File: src/rtl/uart_io_responder_pkg.sv
// Shared types and constants for the CPU-side UART request responder.
// Word width, transfer-size encodings and the one-hot FSM state type.
package uart_io_responder_pkg;

  localparam int LEN_WORD = 32;

  localparam logic [1:0] UART_SIZE_B = 2'b00;
  localparam logic [1:0] UART_SIZE_H = 2'b01;
  localparam logic [1:0] UART_SIZE_W = 2'b10;

  localparam int UIO_IDLE_B = 0;
  localparam int UIO_TX_B   = 1;
  localparam int UIO_RX_B   = 2;
  localparam int UIO_DONE_B = 3;
  localparam int UIO_REL_B  = 4;

  typedef enum logic [4:0] {
    UIO_STATE_IDLE    = 5'b00001,
    UIO_STATE_TX_SEND = 5'b00010,
    UIO_STATE_RX_COLL = 5'b00100,
    UIO_STATE_DONE    = 5'b01000,
    UIO_STATE_RELEASE = 5'b10000
  } uio_state_e;

  // Index of the last byte in a transfer; reserved size 11 acts as a word.
  function automatic logic [1:0] size_last(input logic [1:0] sz);
    case (sz)
      UART_SIZE_B: return 2'd0;
      UART_SIZE_H: return 2'd1;
      default:     return 2'd3;
    endcase
  endfunction

endpackage

File: src/rtl/uart_io_responder_if.sv
// CPU request port of the UART responder.
// master = core side, slave = responder side.
interface uart_io_responder_if;
  import uart_io_responder_pkg::*;

  logic [1:0]          uart_size;
  logic [LEN_WORD-1:0] uart_o_data;
  logic                uart_write_flag;
  logic                uart_read_flag;
  logic [LEN_WORD-1:0] uart_i_data;
  logic                uart_received;

  modport master (
    output uart_size,
    output uart_o_data,
    output uart_write_flag,
    output uart_read_flag,
    input  uart_i_data,
    input  uart_received
  );

  modport slave (
    input  uart_size,
    input  uart_o_data,
    input  uart_write_flag,
    input  uart_read_flag,
    output uart_i_data,
    output uart_received
  );

endinterface

File: src/rtl/byte_fifo.sv
// Byte FIFO with extra-MSB pointers; read data is combinational.
// Push on full is accepted only when a pop frees a slot that cycle.
module byte_fifo #(
  parameter int DEPTH = 16
) (
  input  logic       clk,
  input  logic       rstn,
  input  logic       push,
  input  logic       pop,
  input  logic [7:0] din,
  output logic [7:0] dout,
  output logic       full,
  output logic       empty
);

  localparam int AW = $clog2(DEPTH);

  logic [AW:0] wr_q, wr_d;
  logic [AW:0] rd_q, rd_d;
  logic [7:0]  mem_q [DEPTH];
  logic        do_push;
  logic        do_pop;

  assign empty   = (wr_q == rd_q);
  assign full    = (wr_q[AW] != rd_q[AW]) &&
                   (wr_q[AW-1:0] == rd_q[AW-1:0]);
  assign do_pop  = pop && !empty;
  assign do_push = push && (!full || do_pop);
  assign dout    = mem_q[rd_q[AW-1:0]];

  always_comb begin
    wr_d = wr_q;
    rd_d = rd_q;
    if (do_push) wr_d = wr_q + 1'b1;
    if (do_pop)  rd_d = rd_q + 1'b1;
  end

  always_ff @(posedge clk or negedge rstn) begin
    if (!rstn) begin
      wr_q <= '0;
      rd_q <= '0;
    end else begin
      wr_q <= wr_d;
      rd_q <= rd_d;
    end
  end

  always_ff @(posedge clk) begin
    if (do_push) mem_q[wr_q[AW-1:0]] <= din;
  end

endmodule

File: src/rtl/uart_io_responder.sv
// Serializes core write words to a TX byte engine and assembles
// read words from a buffered RX byte stream.
module uart_io_responder
  import uart_io_responder_pkg::*;
#(
  parameter int RX_FIFO_DEPTH = 16
) (
  input  logic                 clk,
  input  logic                 rstn,
  uart_io_responder_if.slave   cpu,
  output logic [7:0]           tx_data,
  output logic                 tx_valid,
  input  logic                 tx_ready,
  input  logic [7:0]           rx_data,
  input  logic                 rx_valid,
  output logic                 rx_overrun
);

  uio_state_e          state_q, state_d;
  logic [1:0]          idx_q, idx_d;
  logic [1:0]          last_q, last_d;
  logic [LEN_WORD-1:0] word_q, word_d;
  logic [LEN_WORD-1:0] asm_q, asm_d;
  logic [LEN_WORD-1:0] rdata_q, rdata_d;
  logic [7:0]          tx_data_q, tx_data_d;
  logic                tx_valid_q, tx_valid_d;
  logic                rcv_q, rcv_d;
  logic                ovr_q, ovr_d;

  logic       pop;
  logic       drop;
  logic [7:0] fifo_dout;
  logic       fifo_full;
  logic       fifo_empty;

  byte_fifo #(
    .DEPTH (RX_FIFO_DEPTH)
  ) u_rx_fifo (
    .clk   (clk),
    .rstn  (rstn),
    .push  (rx_valid),
    .pop   (pop),
    .din   (rx_data),
    .dout  (fifo_dout),
    .full  (fifo_full),
    .empty (fifo_empty)
  );

  assign pop  = state_q[UIO_RX_B] && !fifo_empty;
  assign drop = rx_valid && fifo_full && !pop;

  always_comb begin
    state_d    = state_q;
    idx_d      = idx_q;
    last_d     = last_q;
    word_d     = word_q;
    asm_d      = asm_q;
    rdata_d    = rdata_q;
    tx_data_d  = tx_data_q;
    tx_valid_d = tx_valid_q;
    rcv_d      = 1'b0;
    ovr_d      = ovr_q | drop;
    unique case (1'b1)
      state_q[UIO_IDLE_B]: begin
        idx_d  = 2'd0;
        last_d = size_last(cpu.uart_size);
        if (cpu.uart_write_flag) begin
          tx_data_d  = cpu.uart_o_data[7:0];
          word_d     = cpu.uart_o_data >> 8;
          tx_valid_d = 1'b1;
          state_d    = UIO_STATE_TX_SEND;
        end else if (cpu.uart_read_flag) begin
          asm_d   = '0;
          state_d = UIO_STATE_RX_COLL;
        end
      end
      state_q[UIO_TX_B]: begin
        if (tx_valid_q && tx_ready) begin
          if (idx_q == last_q) begin
            tx_valid_d = 1'b0;
            rcv_d      = 1'b1;
            state_d    = UIO_STATE_DONE;
          end else begin
            idx_d     = idx_q + 2'd1;
            tx_data_d = word_q[7:0];
            word_d    = word_q >> 8;
          end
        end
      end
      state_q[UIO_RX_B]: begin
        if (pop) begin
          asm_d[{idx_q, 3'b000} +: 8] = fifo_dout;
          if (idx_q == last_q) begin
            rdata_d = asm_d;
            rcv_d   = 1'b1;
            state_d = UIO_STATE_DONE;
          end else begin
            idx_d = idx_q + 2'd1;
          end
        end
      end
      state_q[UIO_DONE_B]: begin
        state_d = UIO_STATE_RELEASE;
      end
      state_q[UIO_REL_B]: begin
        // Held flags must drop before a new request is accepted.
        if (!cpu.uart_write_flag && !cpu.uart_read_flag)
          state_d = UIO_STATE_IDLE;
      end
      default: begin
        state_d    = UIO_STATE_IDLE;
        tx_valid_d = 1'b0;
      end
    endcase
  end

  always_ff @(posedge clk or negedge rstn) begin
    if (!rstn) begin
      state_q    <= UIO_STATE_IDLE;
      idx_q      <= '0;
      last_q     <= '0;
      word_q     <= '0;
      asm_q      <= '0;
      rdata_q    <= '0;
      tx_data_q  <= '0;
      tx_valid_q <= 1'b0;
      rcv_q      <= 1'b0;
      ovr_q      <= 1'b0;
    end else begin
      state_q    <= state_d;
      idx_q      <= idx_d;
      last_q     <= last_d;
      word_q     <= word_d;
      asm_q      <= asm_d;
      rdata_q    <= rdata_d;
      tx_data_q  <= tx_data_d;
      tx_valid_q <= tx_valid_d;
      rcv_q      <= rcv_d;
      ovr_q      <= ovr_d;
    end
  end

  assign cpu.uart_i_data   = rdata_q;
  assign cpu.uart_received = rcv_q;
  assign tx_data           = tx_data_q;
  assign tx_valid          = tx_valid_q;
  assign rx_overrun        = ovr_q;

endmodule

File: src/flat_wrapper.sv
// flat-port wrapper written by rule: the top's interface ports become plain ports
module uart_io_responder_flat import uart_io_responder_pkg::*;
#(
  parameter int RX_FIFO_DEPTH = 16
)
  (clk, rstn, tx_data, tx_valid, tx_ready, rx_data, rx_valid, rx_overrun, cpu_uart_size, cpu_uart_o_data, cpu_uart_write_flag, cpu_uart_read_flag, cpu_uart_i_data, cpu_uart_received);
  uart_io_responder_if cpu_i ();
  input  logic clk;
  input  logic rstn;
  output logic [7:0] tx_data;
  output logic tx_valid;
  input  logic tx_ready;
  input  logic [7:0] rx_data;
  input  logic rx_valid;
  output logic rx_overrun;
  input wire logic [$bits(cpu_i.uart_size)-1:0] cpu_uart_size;
  input wire logic [$bits(cpu_i.uart_o_data)-1:0] cpu_uart_o_data;
  input wire logic [$bits(cpu_i.uart_write_flag)-1:0] cpu_uart_write_flag;
  input wire logic [$bits(cpu_i.uart_read_flag)-1:0] cpu_uart_read_flag;
  output wire logic [$bits(cpu_i.uart_i_data)-1:0] cpu_uart_i_data;
  output wire logic [$bits(cpu_i.uart_received)-1:0] cpu_uart_received;
  assign cpu_i.uart_size = cpu_uart_size;
  assign cpu_i.uart_o_data = cpu_uart_o_data;
  assign cpu_i.uart_write_flag = cpu_uart_write_flag;
  assign cpu_i.uart_read_flag = cpu_uart_read_flag;
  assign cpu_uart_i_data = cpu_i.uart_i_data;
  assign cpu_uart_received = cpu_i.uart_received;
  uart_io_responder #(.RX_FIFO_DEPTH(RX_FIFO_DEPTH)) u_core (.clk(clk), .rstn(rstn), .cpu(cpu_i), .tx_data(tx_data), .tx_valid(tx_valid), .tx_ready(tx_ready), .rx_data(rx_data), .rx_valid(rx_valid), .rx_overrun(rx_overrun));
endmodule
File: config.mk
export PLATFORM = sky130hd
export DESIGN_NAME = uart_io_responder_flat
export DESIGN_NICKNAME = d
export VERILOG_FILES = /design/src/rtl/uart_io_responder_pkg.sv /design/src/rtl/uart_io_responder_if.sv /design/src/rtl/byte_fifo.sv /design/src/rtl/uart_io_responder.sv /design/src/flat_wrapper.sv
export SDC_FILE = /design/constraint.sdc
export NUM_CORES = 1
export LEC_CHECK = 0
export BUFFER_PORTS_ARGS = -buffer_cell sky130_fd_sc_hd__buf_2
export CAP_MARGIN = 20
export CELL_PAD_IN_SITES_DETAIL_PLACEMENT = 0
export CELL_PAD_IN_SITES_GLOBAL_PLACEMENT = 1
export CORE_MARGIN = 8
export CORE_UTILIZATION = 53
export CTS_CLUSTER_SIZE = 28
export DETAILED_ROUTE_END_ITERATION = 8
export HOLD_SLACK_MARGIN = 0.05
export PLACE_DENSITY = 0.82
export RECOVER_POWER = 25
export SYNTH_ARGS = -nofsm -noshare
export SYNTH_HDL_FRONTEND = slang
export SYNTH_SLANG_ARGS = --single-unit
File: constraint.sdc
create_clock -name clk -period 3.7 [get_ports clk]
set_input_delay 0.37 -clock clk [delete_from_list [all_inputs] [get_ports clk]]
set_output_delay 0.37 -clock clk [all_outputs]
set_load 0.02 [all_outputs]
==> flow_metrics.tcl, run 1 <==
set metrics [dict create \
    status "completed" \
    io-pin-count 91 \
    antenna_found_initial 0 \
    period_share_pct 78.8 \
    antenna_cells 0 \
    synth_top_area_cell "edfxtp_1" \
    grt_pass1_vias 6552 \
    rsz0062_at_grt "no" \
    ys.flop_type "edfxtp_1" \
    p_leak_nw 4.68 \
    reg2reg_to "u_core.u_rx_fifo.mem_q[13][5]" \
    worstSkewPairLatency_ps 510 \
    cts_buffers 25 \
    fp.dieH_um 156 \
    path_class "flop to flop" \
    crit_path_end_kind "flop" \
    grt_first_pass_wirelength_mm 36.2 \
    worstReg2RegStart "u_core.u_rx_fifo.rd_q[2]" \
    ys_top_cells_by_area "edfxtp_1 (37%), dfrtp_1 (28%), mux4_2 (3.9%)" \
    syn_nets 784 \
    dpl_worst_slack_ps 790 \
    drt_wl_total_mm 22.7 \
    num_rows 51 \
    critPathLaunchType "flop" \
    postLayoutCoreUtil_pct 61.7 \
    dr.pass1.iters 4 \
    finalHoldViolations 0 \
    holdPathStages 3 \
    fp.dieW_um 156 \
    worst_pin_slew_ps 905 \
    drv_cap 0 \
    cts_tree "done" \
    dr_total_vias 6366 \
    finalWorstSetupSlack_ps 785 \
    die_area_um2 24400 \
    cp_slowest_cell "dfrtp_1" \
    setup_viol 0 \
    peakVddDrop_v 0.000557 \
    critPathMaxStageDelay_ps 860 \
    hpwlAfterDp_mm 15.3 \
    synthMostInstantiatedCell "edfxtp_1" \
    setup_tns_ps 0 \
    post-cts-setup-buffers 0 \
    post_synth_num_cell_types 54 \
    hold_ws_ps 101 \
    start_util_pct 53.8 \
    cts_hold_buf 0 \
    r2r_setup_slack_ps 790 \
    path_max_fanout 18 \
    drc 0 \
    cts.sinks 246 \
    min-delay-start "cpu_uart_o_data[24]" \
    ys_async_sr_fraction_pct 48.0 \
    synth-seq-area-share_pct 65.2 \
    htree_levels 1 \
    portBuffers 90 \
    fmax_mhz 343 \
    synth_warnings 0 \
    drt-initial-drc-count 501 \
    yosys-top-cells-count "edfxtp_1 (128), dfrtp_1 (117), nand2_1 (48), nor2_1 (43), nand2b_1 (37)" \
    synth-edff-count 128 \
    clockBufferDepth 3 \
    final_max_slew_viol_count 0 \
    clk_pin_slew_worst_paths_ps 60 \
    netlist_area_um2 10400 \
    vias_per_cell 5.79 \
    coreArea_um2 19400 \
    ff2ff_path_depth 5 \
    synthCells 726 \
    yosys.area.top_type_share_pct 36.9 \
    required_ps 3840 \
    worstPathArrival_ps 3050 \
    antenna_left 0 \
    avgSynthCellArea_um2 14.4 \
    worstPathCellList "xnor2_1 -> nand4_1 -> o31a_1 -> nand2_1 -> nor2_1" \
    fin_crit_ps 2910 \
    final_net_count 876 \
    grt_max_degree 88 \
    min_path_type "input pin to flop" \
    routedWlPerCell_um 20.7 \
    drive_gt1_share_pct 22.3 \
    cts_root_buf "clkbuf_16" \
    fillers 1525 \
    relSlewSlack_pct 39.7 \
    cts_resized 0 \
    p_per_area_nw_per_um2 842 \
    area_growth_pct 14.7 \
    overflow 0 \
    gp_congestion 0.848 \
    ys_seq_elements 246 \
    fin_worst_skew_ps 13.1 \
    track_usage_pct 18.7 \
    holdPathEnd "u_core.word_q[16]" \
]
sequential cells by signal, summed over array words and instances (netlist names), 2 cells and up:
| name | cells |
|---|---|
| u_core.state_q | 5 |
| u_core.last_q | 2 |
| u_core.u_rx_fifo.mem_q | 128 |
| u_core.cpu.uart_i_data | 32 |
| u_core.u_rx_fifo.rd_q | 5 |
| u_core.idx_q | 2 |
| u_core.word_q | 24 |
| u_core.asm_q | 32 |
| u_core.u_rx_fifo.wr_q | 5 |
| u_core.tx_data | 8 |
metrics by stage:
stage	cells	area [um2]	power, W
global placement	1054	11100	0.00752
floorplan	726	10400	0.00662
finish	1100	12000	0.0101
CTS	1098	11900	0.0101
detailed placement	1054	11100	0.00763
global route	1100	12000	0.0106
layout make-up:
class                           count  area, um2  share of cell area (%)
Inverter                           16       60.1                   0.502
Sequential cell                   246       6800                    56.8
Multi-Input combinational cell    422       3360                    28.1
Timing Repair Buffer              107        589                    4.93
Clock inverter                      5        103                   0.858
Clock buffer                       39        718                    6.00
Tap cell                          265        332                    2.77
metal layers:
metal	GRT usage [%]	part of all wire (%)	vias to the layer above
met5	0	0	-
met2	30.2	48	194
met4	5.49	2.2	0
li1	-	-	2912
met1	25.8	44	3224
met3	2.98	5.5	36
logic make-up after synthesis:
logic type	share of synthesized area, %
AOI/OAI and AO/OA	11.4
xor gates and xnor gates	1.34
adders and majority gates	1.20
buffers and inverters	2.64
DFF	65.2
muxes	9.79
and+or+nand+nor	8.41
power by group:
group          switching [W]  leakage [nW]  internal, W  total, W
clock               0.000964         0.397      0.00154   0.00250
combinational        0.00221          1.60      0.00139   0.00360
sequential          0.000466          2.68      0.00351   0.00397
total                0.00364          4.68      0.00644    0.0101
worst max-delay path by stage:
stage	cells after the start	from	endpoint	slack [ps]
after floorplan	7	u_core.u_rx_fifo.wr_q[3]	u_core.u_rx_fifo.mem_q[3][0]	1390
after global placement	5	u_core.u_rx_fifo.rd_q[2]	u_core.u_rx_fifo.mem_q[7][6]	880
after detailed placement	5	u_core.u_rx_fifo.rd_q[2]	u_core.u_rx_fifo.mem_q[7][6]	790
after CTS	5	u_core.u_rx_fifo.rd_q[2]	u_core.u_rx_fifo.mem_q[7][5]	780
after global routing	5	u_core.u_rx_fifo.rd_q[2]	u_core.u_rx_fifo.mem_q[13][5]	600
final	5	u_core.u_rx_fifo.rd_q[2]	u_core.u_rx_fifo.mem_q[13][5]	790
cells in the final DEF (no fill, tap or decap), types with 20 or more instances in the layout:
master       n
dfrtp_1    117
clkbuf_16   25
o2bb2ai_1   32
nand2_1     48
edfxtp_1   128
nand3_1     20
nand2b_1    37
a21oi_1     28
buf_2       81
nor2_1      43
mux2i_1     24
o221ai_1    28
critical path: cells and delay by family, from the launching register on:
family	cells	cell delay, ps
compound gates	1	390
xor+xnor	1	150
flops	1	860
simple gates	3	1120
(Power assumes the default switching activity.)
==> inputs of run 2 (changes only) <==
--- a/config.mk
+++ b/config.mk
@@ -10,11 +10,11 @@
 export CELL_PAD_IN_SITES_DETAIL_PLACEMENT = 0
 export CELL_PAD_IN_SITES_GLOBAL_PLACEMENT = 1
 export CORE_MARGIN = 8
-export CORE_UTILIZATION = 53
+export CORE_UTILIZATION = 50
 export CTS_CLUSTER_SIZE = 28
 export DETAILED_ROUTE_END_ITERATION = 8
 export HOLD_SLACK_MARGIN = 0.05
-export PLACE_DENSITY = 0.82
+export PLACE_DENSITY = 0.78
 export RECOVER_POWER = 25
 export SYNTH_ARGS = -nofsm -noshare
 export SYNTH_HDL_FRONTEND = slang
==> constraint.sdc (replaced) <==
create_clock -name clk -period 2.7 [get_ports clk]
set_input_delay 0.27 -clock clk [delete_from_list [all_inputs] [get_ports clk]]
set_output_delay 0.27 -clock clk [all_outputs]
set_load 0.02 [all_outputs]
==> flow_metrics.tcl, run 2 (same netlist as run 1, synthesis figures left out) <==
set metrics [dict create \
    cts_root_buf "clkbuf_16" \
    cts_hold_buf 29 \
    p_sw_share_pct 36.7 \
    coreArea_um2 20800 \
    min_path_type "input pin to flop" \
    path_class "flop to flop" \
    setup_tns_ps 0 \
    p_per_area_nw_per_um2 1130 \
    die_area_um2 25700 \
    finalPower_w 0.0139 \
    drc 0 \
    gp_congestion 0.777 \
    holdPathStages 3 \
    reg2reg_to "u_core.asm_q[14]" \
    fin_worst_skew_ps 9.20 \
    antenna_found_initial 0 \
    cts_tree "done" \
    vias_per_cell 5.66 \
    comb_power_share_pct 37.7 \
    antenna_cells 0 \
    portBuffers 90 \
    min-delay-start "cpu_uart_o_data[14]" \
    io-pin-count 91 \
    htree_levels 1 \
    start_util_pct 50.2 \
    post-cts-setup-buffers 0 \
    internal_power_w 0.00883 \
    p_leak_nw 4.84 \
    fp.dieW_um 160 \
    area_growth_pct 18.0 \
    track_usage_pct 18.0 \
    drive_gt1_share_pct 22.6 \
    fillers 1651 \
    cts.sinks 246 \
    clk_pin_slew_worst_paths_ps 60 \
    dr.pass1.iters 4 \
    cts_resized 0 \
    worstPathArrival_ps 2770 \
    fp.dieH_um 160 \
    status "completed" \
    period_share_pct 86.3 \
    critPathLaunchType "flop" \
    crit_path_end_kind "flop" \
    drt-initial-drc-count 413 \
    largest_reg_flops 128 \
    grt_first_pass_wirelength_mm 37.3 \
    cts_buffers 26 \
    finalHoldViolations 0 \
    antenna_left 0 \
    dpl.cell_count 1068 \
    hpwlAfterDp_mm 15.3 \
    final_net_count 908 \
    holdPathEnd "u_core.word_q[6]" \
    p_switching_w 0.00511 \
    relSlewSlack_pct 32.1 \
    worstSkewPairLatency_ps 520 \
    required_ps 3140 \
    finalNonFillerCells 1144 \
    worstReg2RegStart "u_core.state_q[0]" \
    grt_pass1_vias 6856 \
    overflow 0 \
    path_max_fanout 11 \
    fmax_mhz 429 \
    final_max_slew_viol_count 0 \
    worst_pin_slew_ps 1020 \
    ff2ff_path_depth 5 \
    clockPowerShare_pct 24.3 \
    setup_viol 0 \
    r2r_setup_slack_ps 370 \
    routedWlPerCell_um 20.4 \
    num_rows 53 \
    seqPwrFrac_pct 38.1 \
    clockBufferDepth 3 \
    peakVddDrop_v 0.000659 \
    dr_total_vias 6477 \
    final_common_cell "edfxtp_1" \
    grt_max_degree 66 \
    drv_cap 0 \
    final_cell_mix "edfxtp_1 (128), dfrtp_1 (117), buf_2 (81)" \
    drt_wl_total_mm 23.4 \
    fin_crit_ps 2330 \
    rsz0062_at_grt "no" \
]
-- run 2: changes by cell type in the layout (fill, tap and decap cells not counted), moves of 2 or more --
cell / previous run / this run
dlygate4sd3_1: 1 / 29
clkinv_2: 0 / 8
buf_12: 0 / 4
clkbuf_1: 19 / 16
bufinv_16: 3 / 1
clkbuf_16: 25 / 27
-- run 2: how the worst max path moves through the flow --
stage	startpoint	to	slack, ps	cells past startpoint
after global placement	u_core.u_rx_fifo.wr_q[0]	u_core.u_rx_fifo.mem_q[3][7]	350	5
after floorplan	u_core.u_rx_fifo.wr_q[3]	u_core.u_rx_fifo.mem_q[3][0]	390	7
final	u_core.state_q[0]	u_core.asm_q[14]	370	5
after detailed placement	u_core.state_q[0]	u_core.asm_q[14]	400	5
after CTS	u_core.state_q[0]	u_core.asm_q[11]	370	5
after global routing	u_core.state_q[0]	u_core.asm_q[14]	160	5
-- run 2: power by group through the flow --
stage               logic, W  registers (W)  clock network [W]
floorplan            0.00363        0.00545                  0
global placement     0.00513        0.00532                  0
detailed placement   0.00524        0.00537                  0
finish               0.00525        0.00531            0.00338
global route         0.00572        0.00540            0.00360
CTS                  0.00531        0.00531            0.00346
-- run 2: cell type report --
cell class / instances / area, um2 / area share [%]
timing repair buffer: 138 / 923 / 7.50
tap: 275 / 344 / 2.80
inverter: 16 / 60.1 / 0.488
multi-input combinational: 422 / 3360 / 27.3
sequential: 246 / 6800 / 55.2
clock buffer: 38 / 747 / 6.07
clock inverter: 9 / 70.1 / 0.569
-- run 2: routing by layer --
layer	track usage (%)	vias up	share of wire, %	wire length [um]
li1	-	2989	-	-
met1	23.1	3255	43	9960
met2	30.5	179	50	11600
met3	3.25	54	5.0	1170
met4	5.56	0	2.7	630
met5	0	-	0	0
-- run 2: critical path: stages, from the launching register on --
cell and delay [ps]:
dfstp_2 630, nor2b_1 280, nand2_1 140, o21ai_1 450, nand3_1 460, o2bb2ai_1 280
-- run 2: per-stage QoR --
stage               hold WS [ps]  setup slack, ps  instance area, um2  utilization, %
finish                      75.5              371               12300            59.3
global route                81.3              161               12300            59.3
CTS                         53.8              373               12300            59.3
detailed placement           285              402               11200            54.0
global placement             274              349               11200            54.0
floorplan                  -25.6              390               10400               -
==> inputs of run 3 (changes only) <==
--- a/config.mk
+++ b/config.mk
@@ -14,7 +14,7 @@
 export CTS_CLUSTER_SIZE = 28
 export DETAILED_ROUTE_END_ITERATION = 8
 export HOLD_SLACK_MARGIN = 0.05
-export PLACE_DENSITY = 0.78
+export PLACE_DENSITY = 0.84
 export RECOVER_POWER = 25
 export SYNTH_ARGS = -nofsm -noshare
 export SYNTH_HDL_FRONTEND = slang
==> flow_metrics.tcl, run 3 (same netlist as run 1, synthesis figures left out) <==
set metrics [dict create \
    status "complete, but fails checks" \
    violations "max-capacitance violations, max-slew violations" \
    path_class "flop to flop" \
    min_path_type "input pin to flop" \
    reg2reg_to "u_core.u_rx_fifo.mem_q[3][0]" \
    ff2ff_path_depth 4 \
    cts_buffers 26 \
    holdPathEnd "u_core.word_q[3]" \
    hpwlAfterDp_mm 15.0 \
    die_area_um2 25700 \
    relSlewSlack_pct -25.7 \
    drt_wl_total_mm 23.1 \
    io-pin-count 91 \
    drv_cap 1 \
    r2r_setup_slack_ps 310 \
    period_share_pct 88.6 \
    antenna_found_initial 1 \
    startpoint "u_core.u_rx_fifo.rd_q[4]" \
    cp_slowest_cell "nor3_1" \
    place_area_um2 11200 \
    worst_pin_slew_ps 1890 \
    dr_total_vias 6550 \
    cts_tree "done" \
    largest_reg_flops 128 \
    path_buf_inv 0 \
    stdcell_area_um2 12300 \
    num_rows 53 \
    p_leak_nw 4.83 \
    rsz0062_at_grt "no" \
    p_per_area_nw_per_um2 1150 \
    worstPathCellList "xnor2_1 -> o31a_1 -> nand2_1 -> nor3_1" \
    htree_levels 1 \
    gp_congestion 0.831 \
    vias_per_cell 5.75 \
    final_max_slew_viol_count 75 \
    clockBufferDepth 3 \
    fp.dieW_um 160 \
    worstReg2RegStart "u_core.u_rx_fifo.rd_q[4]" \
    cts_root_buf "clkbuf_16" \
    postLayoutCoreUtil_pct 59.3 \
    cts.sinks 246 \
    portBuffers 90 \
    worstPathArrival_ps 2540 \
    critPathLaunchType "flop" \
    setup_viol 0 \
    drc 0 \
    area_growth_pct 18.1 \
    fin_crit_ps 2390 \
    holdPathStages 3 \
    overflow 0 \
    grt_max_degree 76 \
    fp.dieH_um 160 \
    required_ps 2840 \
    drive_gt1_share_pct 22.5 \
    antenna_left 0 \
    setup_tns_ps 0 \
    routedWlPerCell_um 20.3 \
    crit_path_end_kind "flop" \
    critical_path.top_delay_family "simple AND/OR/NAND/NOR gates" \
    coreArea_um2 20800 \
    dr.pass1.iters 5 \
    grt_first_pass_wirelength_mm 37.2 \
    track_usage_pct 17.7 \
    critPathMaxStageDelay_ps 830 \
    worstSkewPairLatency_ps 530 \
    final_cell_mix "edfxtp_1 (128), dfrtp_1 (117), buf_2 (80)" \
    final_common_cell "edfxtp_1" \
    grt_pass1_vias 6839 \
    peakVddDrop_v 0.000641 \
    start_util_pct 50.2 \
    finalHoldViolations 0 \
    fin_worst_skew_ps 11.0 \
    clk_pin_slew_worst_paths_ps 60 \
    final_net_count 904 \
    path_max_fanout 9 \
    fmax_mhz 418 \
    min-delay-start "cpu_uart_o_data[11]" \
    drt-initial-drc-count 509 \
]
-- run 3: changes by cell type in the layout (fill, tap and decap cells not counted), sizes merged --
cell | before | now
dlygate4sd3 | 29 | 25
bufinv | 1 | 4
clkinv | 9 | 7
buf | 100 | 99
clkbuf | 47 | 46
diode | 0 | 1
-- run 3: layer usage --
metal	track usage [%]	vias to the layer above	routed length, um	part of all wire [%]
li1	-	2989	-	-
met1	23.4	3303	9950	43
met2	28.7	213	11100	48
met3	3.69	45	1330	5.7
met4	6.24	0	697	3.0
met5	0	-	0	0
-- run 3: per-stage QoR --
step	worst slack, ps	std cells	total power, W	hold WS (ps)
finish	307	1140	0.0142	65.0
global route	128	1140	0.0150	62.1
CTS	282	1139	0.0143	50.4
detailed placement	299	1068	0.0106	449
global placement	400	1068	0.0104	435
floorplan	390	726	0.00907	-25.6
-- run 3: area by class of cell --
cell class / instances / area [um2]
Multi-Input combinational cell: 422 / 3360
Sequential cell: 246 / 6800
Timing Repair Buffer: 134 / 870
Inverter: 16 / 60.1
Clock buffer: 36 / 718
Antenna cell: 1 / 2.50
Fill cell: 1596 / 8440
Tap cell: 275 / 344
Clock inverter: 10 / 160
-- run 3: how the worst max path moves through the flow --
| stage | slack (ps) | endpoint | cells past startpoint |
|---|---|---|---|
| 2_1_floorplan | 390 | u_core.u_rx_fifo.mem_q[3][0] | 7 |
| 3_3_place_gp | 400 | u_core.cpu.uart_i_data[11] | 6 |
| 3_5_place_dp | 300 | u_core.u_rx_fifo.mem_q[3][1] | 4 |
| 4_1_cts | 280 | u_core.u_rx_fifo.mem_q[3][0] | 4 |
| 5_1_grt | 130 | u_core.u_rx_fifo.mem_q[3][0] | 4 |
| 6_report | 310 | u_core.u_rx_fifo.mem_q[3][0] | 4 |
-- run 3: report_power, final --
part	internal [W]	leakage (nW)	total [W]	switching, W
clock network	0.00223	0.431	0.00363	0.00140
logic	0.00201	1.72	0.00522	0.00321
registers	0.00481	2.68	0.00531	0.000495
total	0.00905	4.83	0.0142	0.00511
-- run 3: worst min-delay path, cell delays in order --
cell	delay (ps)
buf_2	90
mux2i_1	60
a21oi_1	120
-- run 3: timing repair --
action / 4_1_cts / 5_1_grt
hold endpoints to repair: 99 / 0
hold buffers: 25 / 0
gates resized for setup: 0 / 0
setup buffers: 0 / 0
